### src/rtl/lock_meas_pkg.sv
// ============================================================================
// Module   : lock_meas_pkg
// Brief    : Shared types, defaults and parameter checks for lock_meas_ctrl.
// Revision : 1.0
// ============================================================================
`default_nettype none

package lock_meas_pkg;

   typedef enum logic [2:0] {
      ST_IDLE    = 3'd0,
      ST_CLEAR   = 3'd1,
      ST_ARM     = 3'd2,
      ST_WAIT    = 3'd3,
      ST_SETTLE  = 3'd4,
      ST_CAPTURE = 3'd5,
      ST_DONE    = 3'd6
   } state_t;

   localparam int DEF_CNT_W = 26;
   localparam int DEF_ACC_W = 32;

   function automatic bit log2_avg_ok(input int l2);
      return (l2 >= 0) && (l2 <= 6);
   endfunction

endpackage

`default_nettype wire

### src/rtl/lock_meas_ctrl.sv
// ============================================================================
// Module   : lock_meas_ctrl
// Brief    : Gates edge inputs into lock_and_count, runs 2^LOG2_AVG
//            measurements per round, reports sum and floored mean.
// Revision : 1.0
// ============================================================================
`default_nettype none

module lock_meas_ctrl
   import lock_meas_pkg::*;
#(
   parameter int CNT_W       = DEF_CNT_W,
   parameter int LOG2_AVG    = 3,
   parameter int ACC_W       = DEF_ACC_W,
   parameter int CLR_CYC     = 2,
   parameter int SETTLE_CYC  = 3,
   parameter int TIMEOUT_CYC = 50_000_000
) (
   input  logic                    clk,
   input  logic                    rst,
   input  logic                    start,
   input  logic                    continuous,
   input  logic                    abort,
   input  logic                    in_a_raw,
   input  logic                    in_b_raw,
   output logic                    meas_a,
   output logic                    meas_b,
   output logic                    meas_clrn,
   input  logic signed [CNT_W-1:0] meas_result,
   input  logic                    meas_stop,
   input  logic                    meas_overflow,
   output logic                    busy,
   output logic                    sample_valid,
   output logic signed [CNT_W-1:0] sample,
   output logic [LOG2_AVG:0]       sample_idx,
   output logic                    avg_valid,
   output logic signed [ACC_W-1:0] sum,
   output logic signed [CNT_W-1:0] avg,
   output logic                    err_overflow,
   output logic                    err_timeout
);

   localparam int c_TMR_MAX0 = (TIMEOUT_CYC > CLR_CYC) ? TIMEOUT_CYC : CLR_CYC;
   localparam int c_TMR_MAX  = (c_TMR_MAX0 > SETTLE_CYC) ? c_TMR_MAX0 : SETTLE_CYC;
   localparam int c_TMR_W    = $clog2(c_TMR_MAX + 1);
   localparam int c_IDX_W    = LOG2_AVG + 1;

   localparam logic [c_TMR_W-1:0] c_TMR_ONE    = c_TMR_W'(1);
   localparam logic [c_TMR_W-1:0] c_TMR_CLR    = c_TMR_W'(CLR_CYC - 1);
   localparam logic [c_TMR_W-1:0] c_TMR_SETTLE = c_TMR_W'(SETTLE_CYC - 1);
   localparam logic [c_TMR_W-1:0] c_TMR_TO     = c_TMR_W'(TIMEOUT_CYC - 1);
   localparam logic [c_IDX_W-1:0] c_IDX_ONE    = c_IDX_W'(1);
   localparam logic [c_IDX_W-1:0] c_IDX_LAST   = c_IDX_W'((2 ** LOG2_AVG) - 1);

   generate
      if (!log2_avg_ok(LOG2_AVG) || (ACC_W < CNT_W + LOG2_AVG)) begin : g_bad_params
         $error("lock_meas_ctrl: illegal LOG2_AVG/ACC_W combination");
      end
   endgenerate

   state_t                    r_state_q, w_state_d;
   logic [c_TMR_W-1:0]        r_tmr_q, w_tmr_d;
   logic                      r_gate_q, w_gate_d;
   logic signed [ACC_W-1:0]   r_acc_q, w_acc_d;
   logic [c_IDX_W-1:0]        r_idx_q, w_idx_d;
   logic signed [CNT_W-1:0]   r_sample_q, w_sample_d;
   logic signed [ACC_W-1:0]   r_sum_q, w_sum_d;
   logic signed [CNT_W-1:0]   r_avg_q, w_avg_d;
   logic                      r_sample_valid_q, w_sample_valid_d;
   logic                      r_avg_valid_q, w_avg_valid_d;
   logic                      r_err_ovf_q, w_err_ovf_d;
   logic                      r_err_to_q, w_err_to_d;

   always_comb begin
      w_state_d        = r_state_q;
      w_tmr_d          = r_tmr_q;
      w_gate_d         = 1'b0;
      w_acc_d          = r_acc_q;
      w_idx_d          = r_idx_q;
      w_sample_d       = r_sample_q;
      w_sum_d          = r_sum_q;
      w_avg_d          = r_avg_q;
      w_sample_valid_d = 1'b0;
      w_avg_valid_d    = 1'b0;
      w_err_ovf_d      = r_err_ovf_q;
      w_err_to_d       = r_err_to_q;

      case (r_state_q)
         ST_IDLE: begin
            if (start) begin
               w_acc_d     = '0;
               w_idx_d     = '0;
               w_err_ovf_d = 1'b0;
               w_err_to_d  = 1'b0;
               w_tmr_d     = c_TMR_CLR;
               w_state_d   = ST_CLEAR;
            end
         end
         ST_CLEAR: begin
            if (r_tmr_q == '0) w_state_d = ST_ARM;
            else               w_tmr_d   = r_tmr_q - c_TMR_ONE;
         end
         ST_ARM: begin
            w_tmr_d   = c_TMR_TO;
            w_gate_d  = 1'b1;
            w_state_d = ST_WAIT;
         end
         ST_WAIT: begin
            w_gate_d = 1'b1;
            // Overflow outranks a coincident stop: the result is not trustworthy.
            if (meas_overflow) begin
               w_gate_d    = 1'b0;
               w_err_ovf_d = 1'b1;
               w_state_d   = ST_IDLE;
            end else if (meas_stop) begin
               w_gate_d  = 1'b0;
               w_tmr_d   = c_TMR_SETTLE;
               w_state_d = ST_SETTLE;
            end else if (r_tmr_q == '0) begin
               w_gate_d   = 1'b0;
               w_err_to_d = 1'b1;
               w_state_d  = ST_IDLE;
            end else begin
               w_tmr_d = r_tmr_q - c_TMR_ONE;
            end
         end
         ST_SETTLE: begin
            if (r_tmr_q == '0) w_state_d = ST_CAPTURE;
            else               w_tmr_d   = r_tmr_q - c_TMR_ONE;
         end
         ST_CAPTURE: begin
            w_sample_d       = meas_result;
            w_acc_d          = r_acc_q + ACC_W'(meas_result);
            w_sample_valid_d = 1'b1;
            if (r_idx_q == c_IDX_LAST) begin
               w_state_d = ST_DONE;
            end else begin
               w_idx_d   = r_idx_q + c_IDX_ONE;
               w_tmr_d   = c_TMR_CLR;
               w_state_d = ST_CLEAR;
            end
         end
         ST_DONE: begin
            // Output sum is separate from the accumulator so it stays stable
            // while a continuous round restarts accumulation.
            w_sum_d       = r_acc_q;
            w_avg_d       = CNT_W'(r_acc_q >>> LOG2_AVG);
            w_avg_valid_d = 1'b1;
            if (continuous) begin
               w_acc_d     = '0;
               w_idx_d     = '0;
               w_err_ovf_d = 1'b0;
               w_err_to_d  = 1'b0;
               w_tmr_d     = c_TMR_CLR;
               w_state_d   = ST_CLEAR;
            end else begin
               w_state_d = ST_IDLE;
            end
         end
         default: w_state_d = ST_IDLE;
      endcase

      if (abort) begin
         w_state_d        = ST_IDLE;
         w_gate_d         = 1'b0;
         w_acc_d          = r_acc_q;
         w_idx_d          = r_idx_q;
         w_sample_d       = r_sample_q;
         w_sum_d          = r_sum_q;
         w_avg_d          = r_avg_q;
         w_sample_valid_d = 1'b0;
         w_avg_valid_d    = 1'b0;
         w_err_ovf_d      = r_err_ovf_q;
         w_err_to_d       = r_err_to_q;
      end
   end

   always_ff @(posedge clk) begin
      if (rst) begin
         r_state_q        <= ST_IDLE;
         r_tmr_q          <= '0;
         r_gate_q         <= 1'b0;
         r_acc_q          <= '0;
         r_idx_q          <= '0;
         r_sample_q       <= '0;
         r_sum_q          <= '0;
         r_avg_q          <= '0;
         r_sample_valid_q <= 1'b0;
         r_avg_valid_q    <= 1'b0;
         r_err_ovf_q      <= 1'b0;
         r_err_to_q       <= 1'b0;
      end else begin
         r_state_q        <= w_state_d;
         r_tmr_q          <= w_tmr_d;
         r_gate_q         <= w_gate_d;
         r_acc_q          <= w_acc_d;
         r_idx_q          <= w_idx_d;
         r_sample_q       <= w_sample_d;
         r_sum_q          <= w_sum_d;
         r_avg_q          <= w_avg_d;
         r_sample_valid_q <= w_sample_valid_d;
         r_avg_valid_q    <= w_avg_valid_d;
         r_err_ovf_q      <= w_err_ovf_d;
         r_err_to_q       <= w_err_to_d;
      end
   end

   assign meas_a       = in_a_raw & r_gate_q;
   assign meas_b       = in_b_raw & r_gate_q;
   assign meas_clrn    = (r_state_q != ST_IDLE) && (r_state_q != ST_CLEAR);
   assign busy         = (r_state_q != ST_IDLE);
   assign sample_valid = r_sample_valid_q;
   assign sample       = r_sample_q;
   assign sample_idx   = r_idx_q;
   assign avg_valid    = r_avg_valid_q;
   assign sum          = r_sum_q;
   assign avg          = r_avg_q;
   assign err_overflow = r_err_ovf_q;
   assign err_timeout  = r_err_to_q;

endmodule

`default_nettype wire
### config.mk
export PLATFORM = sky130hd
export DESIGN_NAME = lock_meas_ctrl
export DESIGN_NICKNAME = d
export VERILOG_FILES = /design/src/rtl/lock_meas_pkg.sv /design/src/rtl/lock_meas_ctrl.sv
export SDC_FILE = /design/constraint.sdc
export NUM_CORES = 1
export LEC_CHECK = 0
export ABC_AREA = 1
export BUFFER_PORTS_ARGS = -buffer_cell sky130_fd_sc_hd__buf_2
export CAP_MARGIN = 20
export CORE_UTILIZATION = 55
export CTS_BUF_LIST = sky130_fd_sc_hd__clkbuf_16
export DETAILED_ROUTE_END_ITERATION = 7
export HOLD_SLACK_MARGIN = 0.08
export PLACE_DENSITY = 0.88
export SYNTH_ARGS = -nofsm -noshare
export SYNTH_HDL_FRONTEND = slang
export SYNTH_SLANG_ARGS = --single-unit
### constraint.sdc
create_clock -name clk -period 4.6 [get_ports clk]
set_input_delay 0.23 -clock clk [delete_from_list [all_inputs] [get_ports clk]]
set_output_delay 0.23 -clock clk [all_outputs]
set_load 0.01 [all_outputs]
* Word level (Yosys, flattened, before mapping) *
Index checks and enable logic that the tools add are counted.

word-level totals
  register bits after elaboration = 154
  logic and storage cells = 90
  input port bits = 35
  output and inout port bits = 96

operators by class
  equal/unequal tests = 18
  add/subtract/negate cells = 3
  reduce and logical (&&, ||, !) cells = 17
  mux-type cells = 37
  bitwise gates (word level) = 3

operators by type and width
  kind                                                number
  two-way mux 26 bit                                  6
  one-hot mux 26 bit (6 select lines)                 1
  one-hot mux 32 bit (3 select lines)                 1
  two-way mux 32 bit                                  2
  adder 32 x 26 -> 32 bit                             1
  zero test 26 bit                                    1
  subtractor 26 x 1 -> 26 bit, second input constant  1
  two-way mux 3 bit                                   7
  one-hot mux 3 bit (7 select lines)                  1
  inequality test 2 bit, second input constant        9
  AND reduction 5 bit                                 3
  two-way mux 1 bit                                   12
  two-way mux 4 bit                                   3
  one-hot mux 4 bit (3 select lines)                  1
  == test 3 bit, second input constant                3
  nonzero test 3 bit                                  3
  AND reduction 4 bit                                 2
  AND reduction 7 bit                                 1
  == test 3 x 2 -> 1 bit, second input constant       2
  one-hot mux 1 bit (3 select lines)                  2
  nonzero test 6 bit                                  1
  adder 4 x 1 -> 4 bit, second input constant         1
  == test 4 x 3 -> 1 bit, second input constant       1
  inequality test 4 bit, second input constant        1
  other kinds (9)                                     12

* Logic depth before layout (Yosys ltp) *
  depth after elaboration = 5
  gate-level depth with buffers = 13
  depth with buffers taken out = 13

* Worst setup path before layout *
Ideal clock, no wire load.

  kind = reg2reg
  start = reg r_acc_q[0]
  end = reg r_acc_q[10]
  path slack = 2.708 ns
  cell stages (with the launch flop) = 12
  buffers on the path = 0
  arrival time = 1.760 ns
  setup time = 0.132 ns
  data required time = 4.468 ns
  cell sequence = dfxtp_1 ha_1 fa_1 nand3_1 nand2_1 nand3_1 nand2_1 nand2_1 nand2_1 or2_2 nand3_1 a21oi_1

between the ends
  cells in the longest elaborated chain, start to end = 2

ends and longest elaborated chain
  what                                 line                   RTL
  from (decl)                          lock_meas_ctrl.sv:64   logic signed [ACC_W-1:0] r_acc_q, w_acc_d;
  from (signal assigned)               lock_meas_ctrl.sv:196  r_acc_q <= w_acc_d;
  adder 32 x 26 -> 32 bit              lock_meas_ctrl.sv:133  w_acc_d = r_acc_q + ACC_W'(meas_result);
  one-hot mux 32 bit (3 select lines)  lock_meas_ctrl.sv:88   case (r_state_q)

Every way passes these cells.
A chain may end at the register's enable or synchronous reset.

* Worst setup path in the final report *
  start = in meas_result[0]
  end = reg r_acc_q[30]

between the ends
  cells in the longest elaborated chain, start to end = 2

ends and longest elaborated chain
  what                                 line                   RTL
  from (decl)                          lock_meas_ctrl.sv:29   input logic signed [CNT_W-1:0] meas_result,
  adder 32 x 26 -> 32 bit              lock_meas_ctrl.sv:133
  one-hot mux 32 bit (3 select lines)  lock_meas_ctrl.sv:88

Every way passes these cells.

==> summary.txt <==
STA
  – Relative slew slack: ~30%
  – Worst slew pin tran: about 1100 ps
  – RSZ-0062 raised after global routing: false
  – Fmax: 0.415 GHz
  – Setup-failing EPs final: 0
  – Final hold vios: 0
  – Clock Skew: ~7.7 ps
  – Final Cycle Share: 52.4%
  – Setup slack after layout: between 2000 and 2500 ps
  – Setup TNS: 0 ps
  – Period minus WS final: ~2400 ps
  – Slew Limit Fails: 0

Synthesis
  – Top cell type's share of synthesized area: approximately a third
  – Gate count after technology mapping: roughly 1,200
  – EDFF count, synth: 0
  – Ys Warns: 0
  – Cell variety after synth: 43
  – Asr flop ratio synth: 0%
  – Cell Area, Synth: 7890 um^2
  – Top_reg_cell synth: dfxtp_1
  – Synth top area cells: dfxtp_1, nand2_1, nor2_1
  – Synth Register Bits: ~130
  – Mapped Nets: 1,312
  – Seq/Total Area, Yosys: 32.5%
  – Syn avg cell area: 6.35 um^2
  – Top cell type by total area after synthesis: dfxtp_1

Hold path
  – Hold WC Path Type: in -> reg

Placed design
  – Post-placement setup slack: 2290 ps
  – Port bufs: 130
  – Dpl cell area: 8440 um^2
  – Post-DP HPWL: about 15 mm
  – Routability congestion estimate: between 0.9 and 1

CTS
  – Postcts setup bufs: 0
  – # hold bufs at CTS: 24
  – CTS buffer count: 17
  – Later-pin clock latency in the skew report: approximately 430 ps
  – CTS tree: built
  – CTS H-Tree Depth: 4
  – Max Root-Sink Buffers: 2
  – Clock-pin slew on the worst setup and hold paths: 50 ps
  – Post-cts resize count: 0
  – Clk sink count: between 100 and 150
  – Root Buffer: clkbuf_16

Worst setup path
  – Top cell by count, worst path: nand2_1
  – Crit-path max cell delay: about 570 ps
  – Bufs and invs on worst path: 2
  – Startpoint Class: input pin
  – Critical path peak fanout: 4
  – Largest delay contributor family on the critical path: simple AND/OR/NAND/NOR gates
  – CP arrival: ~2700 ps
  – Crit end category: flip-flop
  – Req. time, crit path: 4880 ps
  – Crit-path cells: dlygate4sd3_1 > buf_2 > ha_1 > fa_1 > nand3_1 > nand2_1 > nand3_1 > nand2_1 > nand2_1 > nand2_1 > nand2_1 > nand3_1 > nand3_1 > a21oi_1
  – CP max stage cell: dlygate4sd3_1
  – Setup Crit Path Kind: in -> reg

Routing
  – Routed WL: between 20 and 25 mm
  – DR pass1 iterations: 5
  – DRC Markers: 0
  – Detail Route Antenna Nets: 0
  – Via Count: roughly 8,400
  – Vias per cell: between 5 and 6
  – WL/cell: about 14 um
  – DRT iter0 DRCs: 740

Global route
  – Number of global-route vias before repair: a little under 8,000
  – Global route overflow: 0
  – Initial antenna violation count: 0
  – First-pass GRT wire length: roughly 37 mm
  – Pin count of the biggest net entering global routing: 56
  – Overall global routing resource usage: between 30% and 40%

Finish
  – Layout cells sized above 1: between 10 and 15%
  – Final Cell Area: roughly 9000 um^2
  – Area Overhead vs Synth: 17.4%
  – N_diodes: 0
  – Nets: 1,428
  – Final core utilization: about two thirds

Power and ir drop
  – Psw: between 1 and 1.5 mW
  – Sequential fraction of design power: a little over a third
  – Clock share of power: roughly two fifths
  – Switching Share: roughly a third
  – Internal Pwr Total: approximately 2.2 mW
  – Power Dens Cells: approximately 350 nW/um^2
  – Leak Pwr: ~4.8 nW
  – Peak supply drop: ~0.3 mV
  – Comb power frac: a little under a quarter

Floorplan
  – Top Ports: around 130
  – Die Ht: between 100 and 150 um
  – Row cnt: between 40 and 50
  – Die Area: 14,800 um^2
  – Die Wd: roughly 120 um
  – Core Footprint: 13,900 um^2
  – Initial Util: a little under three fifths

Run
  – Max cap viols: 0

Run status
  – Run status: finished, final reports clean
## power by group through the flow
| stage | registers (mW) | logic [mW] | clock network, mW |
|---|---|---|---|
| 6_report | 1.16 | 0.738 | 1.34 |
| 5_1_grt | 1.16 | 0.824 | 1.41 |
| 4_1_cts | 1.16 | 0.723 | 1.35 |
| 3_5_place_dp | 1.18 | 0.701 | 0 |
| 3_3_place_gp | 1.18 | 0.690 | 0 |
| 2_1_floorplan | 1.18 | 0.560 | 0 |
## cells in the mapped netlist, types with 3 or more instances
| cell type | instances |
|---|---|
| nand2_2 | 5 |
| xnor2_1 | 5 |
| nand3_1 | 65 |
| a21oi_1 | 111 |
| o21ai_0 | 105 |
| ha_1 | 33 |
| a31oi_1 | 4 |
| o21bai_1 | 3 |
| nand2_1 | 302 |
| nand4_1 | 14 |
| buf_2 | 8 |
| nor2_1 | 222 |
| dfxtp_1 | 128 |
| inv_2 | 4 |
| xor2_1 | 5 |
| nor3_1 | 12 |
| or2_2 | 3 |
| clkbuf_1 | 22 |
| nor2_2 | 6 |
| buf_4 | 29 |
| inv_1 | 127 |
## sequential cells by signal (all words and copies together), names as in the netlist
| signal | cells |
|---|---|
| r_acc_q | 32 |
| sum | 32 |
| r_tmr_q | 26 |
| sample | 26 |
| sample_idx | 4 |
| r_state_q | 3 |
| avg_valid | 1 |
| err_overflow | 1 |
| err_timeout | 1 |
| r_gate_q | 1 |
| sample_valid | 1 |
## routing by layer
metal	GRT usage (%)	vias to the layer above	wire length (um)
li1	-	4204	-
met1	38.1	3812	9450
met2	52.8	372	10400
met3	6.74	61	1510
met4	13.0	0	573
met5	0	-	0
## worst paths after layout
kind / endpoint / start / slack, ps / cells past startpoint
setup / recovery: r_acc_q[30] / meas_result[0] / 2190 / 14
hold / removal: sample[23] / meas_result[23] / 90 / 3
setup reg to reg: r_acc_q[8] / r_state_q[0] / 2240 / 9
hold reg to reg: err_timeout / err_timeout / 440 / 2
## final cells by class
cell class              instances  area [um^2]
clock buffers                  17          425
clock inverters                15          153
fillers                      1262         4680
inverters                     132          500
multi-input cells             922         4470
flip-flops and latches        128         2560
well taps                     180          225
repair buffers                158          921
## tightest hold or removal path: cells and delay by family
kind	cells	cell delay [ps]
buffers and inverters	1	100
AND/OR/NAND/NOR	2	140
## per-stage QoR
stage,hold slack (ps),total power [mW],std cells
3_3_place_gp,435,1.87,1496
5_1_grt,96.3,3.39,1552
3_5_place_dp,436,1.88,1496
6_report,92.8,3.23,1552
4_1_cts,86.4,3.23,1552
2_1_floorplan,365,1.73,1243
## cell families (layout without fill, tap and decap cells)
logic type               Yosys count  in the layout  share of synthesized area [%]
AND/OR/NAND/NOR                  644            644                           34.5
AO/OA/AOI/OAI                    234            234                           15.4
buffers and inverters            193            322                           10.9
flip-flops                       128            128                           32.5
adder cells (fa/ha/maj)           34             34                           5.49
XOR/XNOR                          10             10                           1.11
## layout by cell type (no fill, tap or decap), drive strengths merged
cell	n
nor3	13
clkbuf	17
or2	4
dfxtp	128
xor2	5
o211ai	2
a31oi	4
clkinvlp	4
nor2	231
a21oi	114
nand3b	3
buf	134
o21bai	3
o21ai	107
inv	134
a211oi	2
nor3b	1
nand3	67
a21o	1
clkinv	6
and2	1
fa	1
nand2	308
ha	33
a21boi	1
xnor2	5
bufinv	3
dlygate4sd3	24
nand4	16
(Power assumes the default switching activity.)
